[config.mk]
export PLATFORM = sky130hd
export DESIGN_NAME = hazard_ctrl
export DESIGN_NICKNAME = d
export VERILOG_FILES = /design/src/rtl/hazard_ctrl.sv
export SDC_FILE = /design/constraint.sdc
export NUM_CORES = 1
export LEC_CHECK = 0
export ABC_AREA = 1
export CAP_MARGIN = 20
export CORE_AREA = 3 3 40 42
export DETAILED_ROUTE_END_ITERATION = 16
export DIE_AREA = 0 0 43 45
export DONT_BUFFER_PORTS = 1
export SYNTH_ARGS = -nofsm -noshare
export SYNTH_HDL_FRONTEND = slang
export SYNTH_SLANG_ARGS = --single-unit
export TNS_END_PERCENT = 10
[constraint.sdc]
create_clock -name clk -period 2 [get_ports clk]
set_input_delay 0.6 -clock clk [delete_from_list [all_inputs] [get_ports clk]]
set_output_delay 0.6 -clock clk [all_outputs]
set_load 0.01 [all_outputs]
[src/rtl/hazard_ctrl.sv]
// Load-use / branch hazard controller on the ID/EX read side, with a small stall/flush FSM.
// Optional HAZARD_PERF_CNT_EN adds saturating stall_cnt / flush_cnt performance counters.
module hazard_ctrl #(
    parameter int unsigned LU_STALLS    = 1,
    parameter int unsigned FLUSH_CYCLES = 1,
    parameter int unsigned MEMREAD_BIT  = 1
) (
    input  logic       clk,
    input  logic       rst_n,
    input  logic [4:0] id_rs,
    input  logic [4:0] id_rt,
    input  logic       id_uses_rt,
    input  logic [4:0] idex_rt,
    input  logic [2:0] idex_m,
    input  logic       branch_taken,
    output logic       pc_write,
    output logic       ifid_write,
    output logic       idex_bubble,
    output logic       ifid_flush
`ifdef HAZARD_PERF_CNT_EN
    ,
    output logic [31:0] stall_cnt,
    output logic [31:0] flush_cnt
`endif
);

    typedef enum logic [1:0] {RUN, LU_STALL, FLUSH} state_t;

    localparam logic [2:0] LU_LOAD    = 3'(LU_STALLS - 1);
    localparam logic [2:0] FLUSH_LOAD = 3'(FLUSH_CYCLES - 1);

    state_t     state;
    logic [2:0] cnt;
    logic       lu_hit;

    assign lu_hit = idex_m[MEMREAD_BIT] && (idex_rt != 5'd0) &&
                    ((idex_rt == id_rs) || (id_uses_rt && (idex_rt == id_rt)));

    // The first stall/flush cycle is answered from RUN, so cnt tracks the remaining ones.
    always_ff @(posedge clk or negedge rst_n) begin
        if (!rst_n) begin
            state <= RUN;
            cnt   <= '0;
        end else if (branch_taken) begin
            if (FLUSH_CYCLES > 1) begin
                state <= FLUSH;
                cnt   <= FLUSH_LOAD;
            end else begin
                state <= RUN;
                cnt   <= '0;
            end
        end else begin
            case (state)
                RUN: begin
                    if (lu_hit && (LU_STALLS > 1)) begin
                        state <= LU_STALL;
                        cnt   <= LU_LOAD;
                    end
                end
                LU_STALL, FLUSH: begin
                    if (cnt <= 3'd1) begin
                        state <= RUN;
                        cnt   <= '0;
                    end else begin
                        cnt <= cnt - 3'd1;
                    end
                end
                default: begin
                    state <= RUN;
                    cnt   <= '0;
                end
            endcase
        end
    end

    always_comb begin
        pc_write    = 1'b1;
        ifid_write  = 1'b1;
        idex_bubble = 1'b0;
        ifid_flush  = 1'b0;
        if (!rst_n) begin
            pc_write    = 1'b0;
            ifid_write  = 1'b0;
            idex_bubble = 1'b1;
            ifid_flush  = 1'b1;
        end else if (branch_taken || (state == FLUSH)) begin
            idex_bubble = 1'b1;
            ifid_flush  = 1'b1;
        end else if ((state == LU_STALL) || ((state == RUN) && lu_hit)) begin
            pc_write    = 1'b0;
            ifid_write  = 1'b0;
            idex_bubble = 1'b1;
        end
    end

`ifdef HAZARD_PERF_CNT_EN
    always_ff @(posedge clk or negedge rst_n) begin
        if (!rst_n) begin
            stall_cnt <= '0;
            flush_cnt <= '0;
        end else begin
            if (!pc_write && (stall_cnt != '1))
                stall_cnt <= stall_cnt + 32'd1;
            if (ifid_flush && (flush_cnt != '1))
                flush_cnt <= flush_cnt + 32'd1;
        end
    end
`endif

`ifndef SYNTHESIS
    always_ff @(posedge clk) begin
        assert ((LU_STALLS >= 1) && (LU_STALLS <= 7) &&
                (FLUSH_CYCLES >= 1) && (FLUSH_CYCLES <= 7) && (MEMREAD_BIT <= 2))
        else $error("hazard_ctrl: illegal parameter value");
    end
`endif

endmodule

==> Word level (Yosys, flattened, before mapping) <==
Cells that the tools add are included.
{ "word_totals": {"register_bits": 5, "in_bits": 22, "output_inout_bits": 4, "word_cells": 35} }
{ "op_classes": {"n_addsub": 1, "n_lt_le_gt_ge": 1, "n_eq_ne": 6, "mux": 14, "n_reduce_logical": 11} }
{ "op_table": {"columns": ["op", "count"], "rows": [
  ["$eq 5x5->1", 2],
  ["$mux 1", 8],
  ["$mux 3", 2],
  ["$pmux 3 s2", 1],
  ["$reduce_bool 5->1", 1],
  ["$logic_and 1x1->1", 4],
  ["$mux 2", 2],
  ["$pmux 2 s2", 1],
  ["$le 3x1->1 const B", 1],
  ["$logic_or 1x1->1", 3],
  ["$ne 3x3->1 const B", 1],
  ["$sub 3x1->3 const B", 1],
  ["$eq 2x1->1 const B", 1],
  ["$eq 2x2->1 const B", 1],
  ["$logic_not 2->1", 1],
  ["$ne 2x2->1 const B", 1],
  ["$reduce_and 2->1", 1],
  ["$reduce_or 2->1", 1]
]} }

==> Longest topological paths before layout <==
{ "depth": {"ltp_word": 9, "depth_mapped": 10, "mapped_depth_nobuf": 9} }

==> Least setup slack after synthesis <==
No wires, ideal clock.
{ "synth_path": {"kind": "input port to output port", "start": "input idex_rt[0]", "end": "output pc_write", "arrival_ns": 1.279, "required_time_ns": 1.400, "setup_slack_ns": 0.121, "path_stages": 8, "path_buffers": 1, "cell_sequence": "inv_1 -> nand3_1 -> o21ai_0 -> inv_1 -> nand3_1 -> nand2_1 -> inv_1 -> buf_4"} }
{ "synth_via": {"elab_chain_len": 9, "elab_cells_between_ends": 12, "cone_classes": "eq/ne: 2; mux: 3; reduce/logical: 7"} }
{ "synth_lines": {"columns": ["element", "line", "text"], "rows": [
  ["from (decl)", "13", "input logic [4:0] idex_rt,"],
  ["$eq 5x5->1", "37", "((idex_rt == id_rs) || (id_uses_rt && (idex_rt == id_rt)));"],
  ["$logic_and 1x1->1", "37", null],
  ["$logic_or 1x1->1", "37", null],
  ["$logic_and 1x1->1 (*)", "36", "assign lu_hit = idex_m[MEMREAD_BIT] && (idex_rt != 5'd0) &&"],
  ["$logic_and 1x1->1 (*)", "89", "end else if ((state == LU_STALL) || ((state == RUN) && lu_hit)) begin"],
  ["$logic_or 1x1->1 (*)", "89", null],
  ["$mux 1 (*) (3 in series)", null, null],
  ["to (decl)", "16", "output logic pc_write,"]
]} }
Mark *: on every way between the ends. The rest lies on a longest branch, timed or not.

==> Worst setup path in the final report <==
Same ends and word-level chain as after synthesis.

==> impl_results.md <==
- DR pass1 iterations: 2
- Multi-input logic area: between 150 and 200 um^2
- Layout cell share with drive strength beyond 1: 0.0508
- GRT Residual Overflow: 0
- Worst Tran Pin Value: 177 ps
- Drt drc: 0
- Combinational share of power: 1.000
- Worst hold slack: around 1300 ps
- Synthesis-to-layout area growth: 4.62%
- Hold-fix buffers, CTS: 0
- GR Util All Layers: 0.0647
- N_diodes: 0
- Fin util: 0.199
- Post-synthesis cell count: 60
- Crit Path Max Fanout: 4
- Worst hold start: rst_n
- Most common cell after layout, fill and taps aside: nand2_1
- Die Width: 43 um
- CP Class: input pin to output port
- Vias in the first global route: 277
- Most frequent cells in the layout: nand2_1 (28), inv_1 (13), nor2_1 (8)
- Via density: between 4 and 5
- Setup violations, final: 0
- Max-Cap Viols: 0
- Max incr delay on CP: 150 ps
- Layout Nets: 83
- Final wirelength: approximately 630 um
- Clock power share: 0
- # clk buffers: 0
- WP data arrival: 1240 ps
- Critical-path cell list: inv_1 -> nand3_1 -> o21ai_1 -> inv_1 -> nand3_1 -> nand2_1 -> inv_1
- # port buffers: 0
- Die H: 45 um
- Hold-critical path depth: 1
- GP Congestion: 0.693
- Detail Route Antenna Nets: 0
- Hold Path Class: input pin to output port
- Net Sw Frac: 0.595
- Syn. warnings: 0
- Most frequent CP cell: inv_1
- Syn Area/Cell: 4.07 um^2
- Hold EP: ifid_flush
- Leakage power: 0.187 nW
- Register area: 0 um^2
- Synth cell types: 9
- Vias after detailed routing: roughly 300
- Internal power: about 0.015 mW
- 1st-iter DRT viols: 4
- IO Pins: 26
- F_max: 0.543 GHz
- RSZ-0062 raised after global routing: no
- Starting Density: 0.190
- First-pass GRT wire length: 1020 um
- Status: completed
- Detail Placement HPWL: between 600 and 700 um
- Antenna violations before repair: 0
- Syn nets: 82
- Peak supply drop: 0.0329 mV
- Filler cells: 159
- Pwr/cell area: 148 nW/um^2
- Seq pwr share: 0
- Final Hold Viols: 0
- Sequential share of the synthesized area: 0
- Die area: about 1900 um^2
- Post-Syn Area: 244 um^2
- Tcrit/Tclk final: 0.920
- Drt wl/cell: 8.49 um
- Setup crit start kind: input pin
- Setup_tns: 0 ps
- Buf+Inv Stages, Crit Path: 3
- Rows: 13
- Core area: 1280 um^2
- Final Max Tran Viols: 0
- Crit end category: output port
- Minimum clock period: 1840 ps
- Seq_cells: 0
- Worst slew margin: 0.882
- Crit-path slowest cell: inv_1
- P_sw: 0.0224 mW
- Critical Path RT: 1400 ps
- Kind of cell adding the most delay to the critical path: buffers and inverters
- Largest net degree at the start of global routing: 5
## Yosys cell counts
master	instances	area share
inv_1	13	0.20
nor2_2	1	0.026
buf_4	1	0.031
xnor2_1	1	0.036
nor2_1	8	0.12
o21ai_0	1	0.020
nand3_1	5	0.10
nand2_1	28	0.43
inv_2	2	0.031
## cell type report
| type | instances | area share |
|---|---|---|
| multi-input cells | 44 | 0.706 |
| inverters | 15 | 0.221 |
| well taps | 15 | 0.0735 |
## metal layers
metal	share of wire	GRT usage
met1	0.39	0.0786
met2	0.50	0.126
met3	0.11	0.0120
met4	0	0
met5	0	0
## power by group through the flow
stage	clock network, mW	registers [mW]	logic, mW
after floorplan	0	0	0.0352
after global placement	0	0	0.0371
after detailed placement	0	0	0.0384
after CTS	0	0	0.0386
after global routing	0	0	0.0457
final	0	0	0.0378
## through the flow
stage	area, um^2	instances	total power [mW]	setup WS (ps)
after floorplan	244	60	0.0352	121
after global placement	255	74	0.0371	110
after detailed placement	255	74	0.0384	93.8
after CTS	255	74	0.0386	88.8
after global routing	255	74	0.0457	39.0
final	255	74	0.0378	160
## worst max-delay path by stage
stage	start	to	depth (start not counted)
2_1_floorplan	idex_rt[0]	pc_write	8
3_3_place_gp	idex_rt[0]	pc_write	7
3_5_place_dp	idex_rt[0]	pc_write	7
4_1_cts	idex_rt[0]	pc_write	7
5_1_grt	idex_rt[0]	ifid_write	7
6_report	idex_rt[0]	pc_write	7
## logic make-up after synthesis
kind of cell | synth area share
XOR/XNOR | 0.0359
AO/OA/AOI/OAI | 0.0205
buffers and inverters | 0.262
AND/OR/NAND/NOR | 0.682
## what timing repair did
item / CTS / global route
hold endpoints to repair: 0 / 0
buffers inserted: 0 / 0
setup endpoints to repair: 0 / 2
gates resized for setup: 0 / 1
(Power assumes the default switching activity.)
